==> src/rtl/fetch_pkg.sv <==
// Shared types and constants for the instruction-fetch stage: state encoding,
// queue entry layout and reset/step values for the program counter.
package fetch_pkg;

   localparam int DATA_WIDTH = 32;
   localparam logic [DATA_WIDTH-1:0] RESET_PC = 32'h0000_0000;
   localparam logic [DATA_WIDTH-1:0] PC_STEP = 32'd4;

   typedef enum logic [1:0] {
      F_RUN,
      F_WAIT,
      F_DISCARD
   } fetch_state_t;

   typedef struct packed {
      logic [DATA_WIDTH-1:0] instr;
      logic [DATA_WIDTH-1:0] pc;
   } fetch_entry_t;

endpackage

==> src/rtl/fetch_unit_if.sv <==
// Bundle of the fetch stage's memory, decode and redirect signals; the fetch
// unit takes the master side, memory/decode/branch logic the slave side.
interface fetch_unit_if;
   import fetch_pkg::*;

   logic                  PCsrc;
   logic [DATA_WIDTH-1:0] ImmOp;
   logic [DATA_WIDTH-1:0] branch_pc;
   logic                  imem_req_valid;
   logic                  imem_req_ready;
   logic [DATA_WIDTH-1:0] imem_addr;
   logic                  imem_rsp_valid;
   logic [DATA_WIDTH-1:0] imem_rsp_data;
   logic                  instr_valid;
   logic                  instr_ready;
   logic [DATA_WIDTH-1:0] instruction;
   logic [DATA_WIDTH-1:0] instr_pc;

   modport master (
      input  PCsrc, ImmOp, branch_pc,
      output imem_req_valid, imem_addr,
      input  imem_req_ready, imem_rsp_valid, imem_rsp_data,
      output instr_valid, instruction, instr_pc,
      input  instr_ready
   );

   modport slave (
      output PCsrc, ImmOp, branch_pc,
      input  imem_req_valid, imem_addr,
      output imem_req_ready, imem_rsp_valid, imem_rsp_data,
      input  instr_valid, instruction, instr_pc,
      output instr_ready
   );

endinterface

==> src/rtl/fetch_fifo2.sv <==
// Two-entry in-order queue of fetched {instruction, pc} pairs; entry 0 is
// always the head, so a pop shifts entry 1 down.
module fetch_fifo2
   import fetch_pkg::*;
(
   input  logic         clk,
   input  logic         rst,
   input  logic         flush_i,
   input  logic         push_i,
   input  logic         pop_i,
   input  fetch_entry_t pushData_i,
   output fetch_entry_t head_o,
   output logic [1:0]   count_o
);

   fetch_entry_t headEntry_q;
   fetch_entry_t tailEntry_q;
   logic [1:0]   count_q;

   // Flush only clears the count; stale entry contents are never observed
   // because the head is qualified by count.
   always_ff @(posedge clk) begin
      if (rst) begin
         headEntry_q <= '0;
         tailEntry_q <= '0;
         count_q     <= 2'd0;
      end else if (flush_i) begin
         count_q <= 2'd0;
      end else if (push_i && pop_i) begin
         if (count_q == 2'd2) begin
            headEntry_q <= tailEntry_q;
            tailEntry_q <= pushData_i;
         end else begin
            headEntry_q <= pushData_i;
         end
      end else if (push_i && (count_q != 2'd2)) begin
         if (count_q == 2'd0) begin
            headEntry_q <= pushData_i;
         end else begin
            tailEntry_q <= pushData_i;
         end
         count_q <= count_q + 2'd1;
      end else if (pop_i && (count_q != 2'd0)) begin
         headEntry_q <= tailEntry_q;
         count_q     <= count_q - 2'd1;
      end
   end

   assign head_o  = headEntry_q;
   assign count_o = count_q;

endmodule

==> src/rtl/fetch_unit.sv <==
// Instruction-fetch stage: owns the PC, keeps at most one memory request in
// flight, queues responses for decode and redirects on taken branches.
module fetch_unit
   import fetch_pkg::*;
(
   input logic          clk,
   input logic          rst,
   fetch_unit_if.master bus
);

   fetch_state_t          state_q;
   logic [DATA_WIDTH-1:0] pc_q;
   logic [DATA_WIDTH-1:0] reqPc_q;
   logic [DATA_WIDTH-1:0] pc_d;
   logic [DATA_WIDTH-1:0] redirectPc;
   logic [1:0]            queueCount;
   fetch_entry_t          queueHead;
   fetch_entry_t          pushEntry;
   logic                  reqValid;
   logic                  reqAccept;
   logic                  rspKeep;
   logic                  popFire;

   // A redirect blocks issue in its own cycle so the old PC is never fetched.
   assign reqValid   = !rst && (state_q == F_RUN) && (queueCount != 2'd2) && !bus.PCsrc;
   assign reqAccept  = reqValid && bus.imem_req_ready;
   assign rspKeep    = bus.imem_rsp_valid && (state_q == F_WAIT) && !bus.PCsrc;
   assign popFire    = bus.instr_valid && bus.instr_ready && !bus.PCsrc;
   assign redirectPc = bus.branch_pc + bus.ImmOp;
   assign pushEntry  = '{instr: bus.imem_rsp_data, pc: reqPc_q};

   always_comb begin
      pc_d = pc_q;
      if (bus.PCsrc) begin
         pc_d = redirectPc;
      end else if (reqAccept) begin
         pc_d = pc_q + PC_STEP;
      end
   end

   // A redirect with a request still in flight marks that response for dropping.
   always_ff @(posedge clk) begin
      if (rst) begin
         state_q <= F_RUN;
         pc_q    <= RESET_PC;
         reqPc_q <= '0;
      end else begin
         pc_q <= pc_d;
         if (reqAccept) begin
            reqPc_q <= pc_q;
         end
         unique case (state_q)
            F_RUN: begin
               if (reqAccept) begin
                  state_q <= F_WAIT;
               end
            end
            F_WAIT: begin
               if (bus.imem_rsp_valid) begin
                  state_q <= F_RUN;
               end else if (bus.PCsrc) begin
                  state_q <= F_DISCARD;
               end
            end
            F_DISCARD: begin
               if (bus.imem_rsp_valid) begin
                  state_q <= F_RUN;
               end
            end
            default: state_q <= F_RUN;
         endcase
      end
   end

   fetch_fifo2 u_queue (
      .clk        (clk),
      .rst        (rst),
      .flush_i    (bus.PCsrc),
      .push_i     (rspKeep),
      .pop_i      (popFire),
      .pushData_i (pushEntry),
      .head_o     (queueHead),
      .count_o    (queueCount)
   );

   assign bus.imem_req_valid = reqValid;
   assign bus.imem_addr      = pc_q;
   assign bus.instr_valid    = (queueCount != 2'd0);
   assign bus.instruction    = queueHead.instr;
   assign bus.instr_pc       = queueHead.pc;

endmodule

==> src/flat_wrapper.sv <==
// flat-port wrapper written by rule: the top's interface ports become plain ports
module fetch_unit_flat import fetch_pkg::*;
  (clk, rst, bus_PCsrc, bus_ImmOp, bus_branch_pc, bus_imem_req_valid, bus_imem_addr, bus_imem_req_ready, bus_imem_rsp_valid, bus_imem_rsp_data, bus_instr_valid, bus_instruction, bus_instr_pc, bus_instr_ready);
  fetch_unit_if bus_i ();
  input logic clk;
  input logic rst;
  input wire logic [$bits(bus_i.PCsrc)-1:0] bus_PCsrc;
  input wire logic [$bits(bus_i.ImmOp)-1:0] bus_ImmOp;
  input wire logic [$bits(bus_i.branch_pc)-1:0] bus_branch_pc;
  output wire logic [$bits(bus_i.imem_req_valid)-1:0] bus_imem_req_valid;
  output wire logic [$bits(bus_i.imem_addr)-1:0] bus_imem_addr;
  input wire logic [$bits(bus_i.imem_req_ready)-1:0] bus_imem_req_ready;
  input wire logic [$bits(bus_i.imem_rsp_valid)-1:0] bus_imem_rsp_valid;
  input wire logic [$bits(bus_i.imem_rsp_data)-1:0] bus_imem_rsp_data;
  output wire logic [$bits(bus_i.instr_valid)-1:0] bus_instr_valid;
  output wire logic [$bits(bus_i.instruction)-1:0] bus_instruction;
  output wire logic [$bits(bus_i.instr_pc)-1:0] bus_instr_pc;
  input wire logic [$bits(bus_i.instr_ready)-1:0] bus_instr_ready;
  assign bus_i.PCsrc = bus_PCsrc;
  assign bus_i.ImmOp = bus_ImmOp;
  assign bus_i.branch_pc = bus_branch_pc;
  assign bus_imem_req_valid = bus_i.imem_req_valid;
  assign bus_imem_addr = bus_i.imem_addr;
  assign bus_i.imem_req_ready = bus_imem_req_ready;
  assign bus_i.imem_rsp_valid = bus_imem_rsp_valid;
  assign bus_i.imem_rsp_data = bus_imem_rsp_data;
  assign bus_instr_valid = bus_i.instr_valid;
  assign bus_instruction = bus_i.instruction;
  assign bus_instr_pc = bus_i.instr_pc;
  assign bus_i.instr_ready = bus_instr_ready;
  fetch_unit u_core (.clk(clk), .rst(rst), .bus(bus_i));
endmodule
==> config.mk <==
export PLATFORM = sky130hd
export DESIGN_NAME = fetch_unit_flat
export DESIGN_NICKNAME = d
export VERILOG_FILES = /design/src/rtl/fetch_pkg.sv /design/src/rtl/fetch_unit_if.sv /design/src/rtl/fetch_fifo2.sv /design/src/rtl/fetch_unit.sv /design/src/flat_wrapper.sv
export SDC_FILE = /design/constraint.sdc
export NUM_CORES = 1
export LEC_CHECK = 0
export CORE_ASPECT_RATIO = 1.75
export CORE_UTILIZATION = 45
export DETAILED_ROUTE_END_ITERATION = 8
export GPL_TIMING_DRIVEN = 0
export PLACE_DENSITY = 0.75
export SLEW_MARGIN = 20
export SYNTH_ARGS = -nofsm -noshare
export SYNTH_HDL_FRONTEND = slang
export SYNTH_HIERARCHICAL = 1
export SYNTH_SLANG_ARGS = --single-unit
==> constraint.sdc <==
create_clock -name clk -period 3.1 [get_ports clk]
set_input_delay 0.465 -clock clk [delete_from_list [all_inputs] [get_ports clk]]
set_output_delay 0.465 -clock clk [all_outputs]
set_load 0.01 [all_outputs]
* Word-level counts from Yosys, hierarchy flattened
Index checks and enable logic that the tools add are counted.
Widths: inputs -> output; s select.
** Storage, ports and cells
- RAM bits :: 0
- Memory bits (read-only) :: 0
- Memories :: 0
- Latch bits :: 0
- Input port bits :: 102
- Register bits after elaboration :: 196
- Logic and storage cells :: 67
** Cells by class
- Bitwise logic cells :: 2
- Equal/unequal tests :: 10
- $lt $le $gt $ge :: 0
- Reductions and logical operators :: 25
- $add $sub $neg :: 4
- Divide/modulo/power cells :: 0
- Muxes and demuxes :: 18
- $mul :: 0
- Shift operators :: 0
** Operators by type and width (number)
- $mux 64 :: 9
- $mux 32 :: 2
- $add 32x3->32 const B :: 1
- $add 32x32->32 :: 1
- $mux 2 :: 6
- $logic_and 1x1->1 :: 11
- $reduce_bool 2->1 :: 4
- $ne 2x2->1 const B :: 3
- $pmux 2 s3 :: 1
- $reduce_and 3->1 :: 2
- $eq 2x2->1 const B :: 2
- $logic_not 2->1 :: 2
- $ne 2x1->1 const B :: 2
- $reduce_and 4->1 :: 1
- $ne 3x2->1 const B :: 1
- $ne 3x3->1 const B :: 1
- $reduce_bool 3->1 :: 1
- $add 2x1->2 const B :: 1
- $eq 2x1->1 const B :: 1
- $logic_not 1->1 :: 2
- $not 1->1 :: 2
- $reduce_and 2->1 :: 1
- $reduce_or 2->1 :: 1
- $sub 2x1->2 const B :: 1

* Logic depth before layout (Yosys ltp)
Gate-level depths: netlist of run 1.
- Depth after elaboration :: 7
- Gate-level depth with buffers :: 11
- Depth with buffers taken out :: 10

* Modules after synthesis
Netlist of run 1, hierarchy kept.
** By module, submodules not included
- fetch_fifo2 :: instances 1, sequential area each 2602.5 um^2, area an instance 6583.8 um^2, cells each 685
- fetch_unit :: instances 1, sequential area each 1321.3 um^2, area an instance 4640.7 um^2, cells each 597

* Worst setup path before layout of run 1
Ideal clock, no wire load.
- Kind :: input port to flip-flop
- Start point :: input bus_PCsrc
- End point :: register u_core.u_queue.headEntry_q (netlist bit u_core/u_queue/head_o[25])
- Arrival :: 2714 ps
- Path slack :: 239 ps
- Setup time :: 147 ps
- Stages :: 9
- Path buffers :: 5
- Path through :: buf_2 clkbuf_1 buf_1 nor4b_1 nor4b_4 a21o_1 buf_2 buf_2 a311oi_2
** Between the ends
- Cells in the longest elaborated chain, start to end :: 5
- Elaborated cells between the ends (all ways) :: 12
- Classes of those cells :: eq/ne: 1; mux: 2; bitwise: 1; reduce/logical: 8
** Ends and longest elaborated chain
- from (decl) :: line flat_wrapper.sv:7 : input wire logic [$bits(bus_i.PCsrc)-1:0] bus_PCsrc;
- $logic_not 1->1 (*) :: line fetch_unit.sv:27 : assign rspKeep = bus.imem_rsp_valid && (state_q == F_WAIT) && !bus.PCsrc;
- $logic_and 1x1->1 (*) :: line fetch_unit.sv:27
- named net u_core.rspKeep :: line fetch_unit.sv:21 : logic rspKeep;
- $logic_and 1x1->1 (on tied branches) :: line fetch_fifo2.sv:29, fetch_fifo2.sv:36
- $ne 3x2->1 (no line) (tied with other cells)
- $reduce_and 3->1 (no line) / $mux 64 (equally long branches)
- to (signal assigned) :: line fetch_fifo2.sv:31 : headEntry_q <= tailEntry_q;
- to (signal assigned) :: line fetch_fifo2.sv:34 : headEntry_q <= pushData_i;
- to (signal assigned) :: line fetch_fifo2.sv:38 : headEntry_q <= pushData_i;
- to (decl) :: line fetch_fifo2.sv:16 : fetch_entry_t headEntry_q;
The timed path passes the listed nets; every way through them passes the cells marked *.
A chain may end at the register's enable or synchronous reset.

* Final worst setup path of run 1
- Start point :: input bus_ImmOp[0]
- End point :: register u_core.pc_q[26] (netlist: u_core/bus.imem_addr[26])
** Between the ends
- Cells in the longest elaborated chain, start to end :: 2
** Ends and longest elaborated chain
- from (decl) :: line flat_wrapper.sv:8 : input wire logic [$bits(bus_i.ImmOp)-1:0] bus_ImmOp;
- $add 32x32->32 :: line fetch_unit.sv:29 : assign redirectPc = bus.branch_pc + bus.ImmOp;
- $mux 32 :: line fetch_unit.sv:34 : if (bus.PCsrc) begin
- to (signal assigned) :: line fetch_unit.sv:48 : pc_q <= pc_d;
- to (decl) :: line fetch_unit.sv:12 : logic [DATA_WIDTH-1:0] pc_q;
Every way passes these cells.

==> results of run 1 <==
==> layer usage <==
metal	GRT usage [%]	vias up	wire length, microns
li1	-	5164	-
met1	26.4	4941	12000
met2	49.7	287	17800
met3	2.43	92	1050
met4	16.7	0	1740
met5	0	-	0
==> power by group through the flow <==
stage          Combinational, mW  Sequential [mW]  Clock (mW)
2_1_floorplan              0.516             2.72           0
3_5_place_dp               0.927             2.72           0
4_1_cts                    0.937             2.67        2.30
3_3_place_gp               0.917             2.72           0
6_report                   0.944             2.67        2.26
5_1_grt                     1.03             2.68        2.39
==> metrics by stage <==
step | hold slack [ps] | std cells | area [sq um]
floorplan | 445 | 1282 | 11200
global placement | 455 | 1792 | 13600
detailed placement | 460 | 1792 | 13600
CTS | 474 | 1824 | 14200
global route | 477 | 1830 | 14300
finish | 461 | 1830 | 14300
==> area by class of cell <==
class | count | area, sq um
Clock buffer | 17 | 425
Buffer | 119 | 606
Tap cell | 312 | 390
Fill cell | 2251 | 10200
Multi-Input combinational cell | 952 | 6680
Timing Repair Buffer | 205 | 2040
Clock inverter | 15 | 170
Sequential cell | 196 | 3920
Inverter | 14 | 56.3
==> cell families (layout without fill, tap and decap cells) <==
group           Yosys count  count (layout)  synth area share [%]
buf+inv                 134             370                  5.74
compound gates          375             375                  25.5
mux                      68              68                  6.06
flops                   196             196                  35.0
xor+xnor                 40              40                  3.12
simple gates            436             436                  20.9
fa+ha+maj                33              33                  3.75
==> state kept, by name (all words and copies together), names as in the netlist <==
signal and flops:
u_core/u_queue/count_o 2, u_core/bus.imem_addr 32, u_core/u_queue/tailEntry_q 64, u_core/state_q 2, u_core/u_queue/head_o 64, u_core/reqPc_q 32
==> synth_stat cells (all sizes together) (17+ instances only) <==
| cell type | count |
|---|---|
| xnor2 | 23 |
| dfxtp | 196 |
| ha | 32 |
| clkbuf | 67 |
| a211oi | 86 |
| nand2 | 91 |
| nand3 | 83 |
| xor2 | 17 |
| buf | 53 |
| a311oi | 67 |
| nand2b | 135 |
| a21oi | 68 |
| o21ai | 82 |
| mux2i | 68 |
| nor2 | 43 |
| a21o | 20 |
==> layout by cell type, fill, tap and decap left out, types with 4 or more instances in the layout <==
master	instances
buf_6	8
inv_1	12
clkbuf_16	17
clkdlybuf4s50_1	197
a2111oi_0	7
a21oi_1	66
and3_1	13
buf_2	30
clkbuf_1	61
nor2b_1	6
ha_1	32
inv_6	5
mux2i_1	68
and4_1	4
a211oi_1	84
nand3_1	83
xnor2_1	23
nor3_1	12
a31oi_1	6
clkbuf_2	4
nor2_1	42
buf_4	20
dfxtp_1	196
a311oi_1	27
o21a_1	4
a311oi_2	40
nand2_1	91
o21ai_0	79
and2_1	12
nand4_1	12
xor2_1	17
a21o_1	18
nand2b_1	135
clkinvlp_4	5
==> final timing paths <==
kind / startpoint / endpoint / slack (ps) / cells after the start
min: bus_PCsrc / u_core/u_queue/count_o[1] / 460 / 2
min reg2reg: u_core/u_queue/tailEntry_q[45] / u_core/u_queue/tailEntry_q[45] / 470 / 2
max: bus_ImmOp[0] / u_core/bus.imem_addr[26] / 180 / 12
max reg2reg: u_core/state_q[0] / u_core/reqPc_q[10] / 650 / 7
==> critical path: stages <==
cell and delay [ps]:
clkdlybuf4s50_1 460, ha_1 200, inv_1 60, fa_1 370
nand2b_1 190, a21o_2 250, a2111oi_4 380, or3_1 180
buf_6 120, a21oi_2 80, o211a_1 230, a221o_1 250
==> timing repair <==
item                                    in CTS  in global routing
gates resized for setup                     10                  7
gates cloned                                 0                  0
endpoints found under the setup margin     130                132
setup buffers                                1                  6
pin swaps                                    1                  2
==> flow_summary.json, run 1 <==
{
  "status": "complete, but fails checks",
  "violations": "DRC",
  "cts_buffers": 17,
  "power.internal_mw": 4.26,
  "worstSetupEndpointType": "register",
  "syn_nets": 1417,
  "p_comb_share_pct": 16.1,
  "synth_top_area_share_pct": 35.0,
  "max-cap-violations": 0,
  "first_global_vias": 10631,
  "slew_viol_final": 0,
  "grt_max_degree": 19,
  "routedWlPerCell_microns": 17.8,
  "postSynthCellCount": 1282,
  "max_freq_ghz": 0.342,
  "synth-edff-count": 0,
  "critical_path_class": "primary input to register",
  "syn_avg_cell_area_sq_um": 8.76,
  "synth.distinct_cells": 75,
  "fin_setup_tns_ps": 0,
  "die_area_sq_um": 25600,
  "hold_violations": 0,
  "setup_viol": 0,
  "yosys_warnings": 6,
  "seq_area_frac_synth_pct": 35.0,
  "cts_root_buffer": "clkbuf_16",
  "finalCritPeriodShare_pct": 94.3,
  "num_vias": 10484,
  "finalPower_mw": 5.87,
  "p_leak_nw": 4.74,
  "pin_count": 200,
  "hp-class": "primary input to register",
  "synthFlopType": "dfxtp_1",
  "drive_gt1_share_pct": 10.5,
  "routed_wl_microns": 32500,
  "tightest_slew_ps": 741,
  "area_growth_pct": 27.3,
  "rows": 76,
  "clkPwrFrac_pct": 38.5,
  "async_flop_share_pct": 0,
  "critical_path.max_fanout": 5,
  "cp.arrival_ps": 3250,
  "track_usage_pct": 26.1,
  "portBuffers": 198,
  "p_switching_mw": 1.61,
  "nNetsFinal": 1640,
  "yosysTopAreaCell": "dfxtp_1",
  "swShare_pct": 27.4,
  "max_slew_margin_pct": 50.6,
  "diodes": 0,
  "cts_buffer_depth": 2,
  "drc": 2,
  "viasPerCell": 5.73,
  "start_kind": "primary input",
  "h-tree-depth": 4,
  "period_minus_slack_ps": 2920,
  "p_per_area_nw_per_um2": 411,
  "grt_pass1_wl_microns": 52900,
  "final_util_pct": 58.3,
  "place_congestion": 0.911,
  "clk-insertion-delay-late_ps": 430,
  "core_sq_um": 24500,
  "overflow": 0,
  "ys_ff_latch": 196,
  "antenna_found_initial": 0,
  "vdd_ir_drop_max_mv": 0.387,
  "ant_nets": 0,
  "start_util_pct": 45.8,
  "die_w_microns": 121,
  "dr.pass1.iters": 7,
  "dp_hpwl_microns": 25500,
  "worstPathRequired_ps": 3430,
  "seqPwrFrac_pct": 45.4,
  "drtIter0Drc": 609,
  "yosys-top-cells-area": "dfxtp_1 (35%), nand2b_1 (7.5%), mux2i_1 (6.1%), a211oi_1 (5.6%), a311oi_2 (5.4%)",
  "cts_tree": "done",
  "die_h_microns": 211,
  "netlist_area_sq_um": 11200,
  "cts-hold-fix-buffers": 0,
  "post-place-ws_ps": -1460,
  "cts_sinks": 196,
  "clk_pin_slew_ps": 70,
  "skew_ps": 10.7,
  "layout_setup_ws_ps": 177,
  "rsz0062_at_grt": "no"
}
(Power assumes the default switching activity.)
==> inputs of run 2 (changes only) <==
Clock period 3.1 ns to 2.7 ns, I/O delays scaled along.
==> flow_summary.json, run 2 (synthesis gave the netlist of run 1 again) <==
{
  "grt_max_degree": 17,
  "clk-insertion-delay-late_ps": 430,
  "finalCritPeriodShare_pct": 97.3,
  "drive_gt1_share_pct": 12.3,
  "h-tree-depth": 4,
  "crit_path_start": "bus_ImmOp[6]",
  "cts_buffer_depth": 2,
  "rows": 76,
  "cts_sinks": 196,
  "rsz0062_at_grt": "no",
  "nNetsFinal": 1645,
  "hp-class": "primary input to register",
  "viasPerCell": 5.75,
  "critical_path_class": "primary input to register",
  "place_congestion": 0.897,
  "layout_setup_ws_ps": 72.3,
  "final_area_sq_um": 14500,
  "pin_count": 200,
  "p_leak_nw": 4.80,
  "routedWlPerCell_microns": 18.1,
  "fin_setup_tns_ps": 0,
  "drc": 3,
  "slowest_stage": "clkdlybuf4s50_1",
  "critical_path.max_fanout": 6,
  "r2r-start": "u_core/state_q[0]",
  "p_per_area_nw_per_um2": 457,
  "max_slew_margin_pct": 49.7,
  "num_vias": 10546,
  "overflow": 0,
  "final_common_cell": "dfxtp_1",
  "cp_slowest_stage_delay_ps": 510,
  "start_util_pct": 45.8,
  "path_cells": "clkdlybuf4s50_1 -> ha_4 -> or3_4 -> a21oi_4 -> a2111oi_4 -> or3_1 -> buf_6 -> buf_4 -> a2111oi_4 -> o31ai_1 -> nor2_1",
  "first_global_vias": 10503,
  "grt_pass1_wl_microns": 52900,
  "start_kind": "primary input",
  "skew_ps": 9.85,
  "routed_wl_microns": 33200,
  "crit_family": "simple AND/OR/NAND/NOR gates",
  "post-place-ws_ps": -1310,
  "track_usage_pct": 26.1,
  "min_from": "rst",
  "die_w_microns": 121,
  "cp_common_cell": "a2111oi_4",
  "drtIter0Drc": 629,
  "status": "complete, but fails checks",
  "placed_area_sq_um": 13600,
  "setup_viol": 0,
  "slew_viol_final": 0,
  "worstSetupEndpointType": "register",
  "hold_violations": 0,
  "worstPathRequired_ps": 3070,
  "max-cap-violations": 0,
  "period_minus_slack_ps": 2630,
  "portBuffers": 198,
  "dr.pass1.iters": 9,
  "area_growth_pct": 28.9,
  "cts_buffers": 17,
  "cts_tree": "done",
  "antenna_found_initial": 0,
  "cts_root_buffer": "clkbuf_16",
  "die_area_sq_um": 25600,
  "core_sq_um": 24500,
  "violations": "DRC",
  "ant_nets": 0,
  "clk_pin_slew_ps": 70,
  "layout_common_cells": "dfxtp_1 (196), clkdlybuf4s50_1 (192), nand2b_1 (134)",
  "vdd_ir_drop_max_mv": 0.491,
  "tightest_slew_ps": 755,
  "max_freq_ghz": 0.381,
  "diodes": 0,
  "cts-hold-fix-buffers": 0,
  "dp_hpwl_microns": 25400,
  "die_h_microns": 211,
  "crit_buf_inv": 3,
  "cp.arrival_ps": 3000
}
run 2: changes by cell type in the layout (fill, tap and decap cells not counted), sizes merged:
cell,change
buf,+6
clkdlybuf4s50,-5
inv,-6
clkinv,+4
dlygate4sd2,+3
clkinvlp,-1
dlymetal6s2s,+2
clkbuf,+4
bufinv,-2
run 2: through the flow:
step | cells | hold WS, ps | power, mW | utilization [%]
4_1_cts | 1832 | 465 | 6.61 | 58.5
2_1_floorplan | 1282 | 445 | 3.71 | -
3_3_place_gp | 1792 | 455 | 4.18 | 55.4
3_5_place_dp | 1792 | 460 | 4.19 | 55.4
5_1_grt | 1835 | 491 | 6.85 | 59.0
6_report | 1835 | 467 | 6.60 | 59.0
run 2: metal layers:
layer  vias up  part of all wire [%]  global-route usage (%)
li1       5164                     -                       -
met1      4926                    36                    25.8
met2       368                    55                    50.9
met3        88                   4.5                    3.51
met4         0                   4.8                    14.0
met5         -                     0                       0
run 2: power breakdown:
part | internal [mW] | total (mW) | switching, mW
clock network | 1.26 | 2.38 | 1.12
registers | 2.96 | 3.06 | 0.102
logic | 0.573 | 1.16 | 0.586
total | 4.79 | 6.60 | 1.81
run 2: layout make-up:
class	instances	area [sq um]
buffer	119	621
clock buffer	22	474
clock inverter	10	76.3
fill	2204	10100
inverter	14	56.3
multi-input combinational	952	6850
sequential	196	3920
tap	312	390
timing repair buffer	210	2080
run 2: worst paths after layout:
path / end / slack (ps) / cells past startpoint
worst min-delay path: u_core/u_queue/tailEntry_q[13] / 470 / 3
worst max-delay path: u_core/bus.imem_addr[28] / 70 / 11
worst min register to register: u_core/u_queue/tailEntry_q[33] / 470 / 2
worst max register to register: u_core/reqPc_q[25] / 230 / 7
run 2: repair_timing:
item | in CTS | in global routing
endpoints found under the setup margin | 170 | 27
resized for setup | 37 | 27
buffers inserted | 9 | 3
pin swaps | 9 | 7
run 2: worst register-to-register path, cell delays in order, from the launching register on:
cell	delay, ps
dfxtp_1	360
nor4_2	370
and3_1	280
buf_4	200
clkbuf_1	500
clkbuf_1	400
nand2_1	120
a21oi_1	160
==> inputs of run 3 (changes only) <==
Settings changed: SLEW_MARGIN 20 to 10.
==> results of run 3 <==
Same layout as run 2: the final DEF is identical, and so are final timing and power.
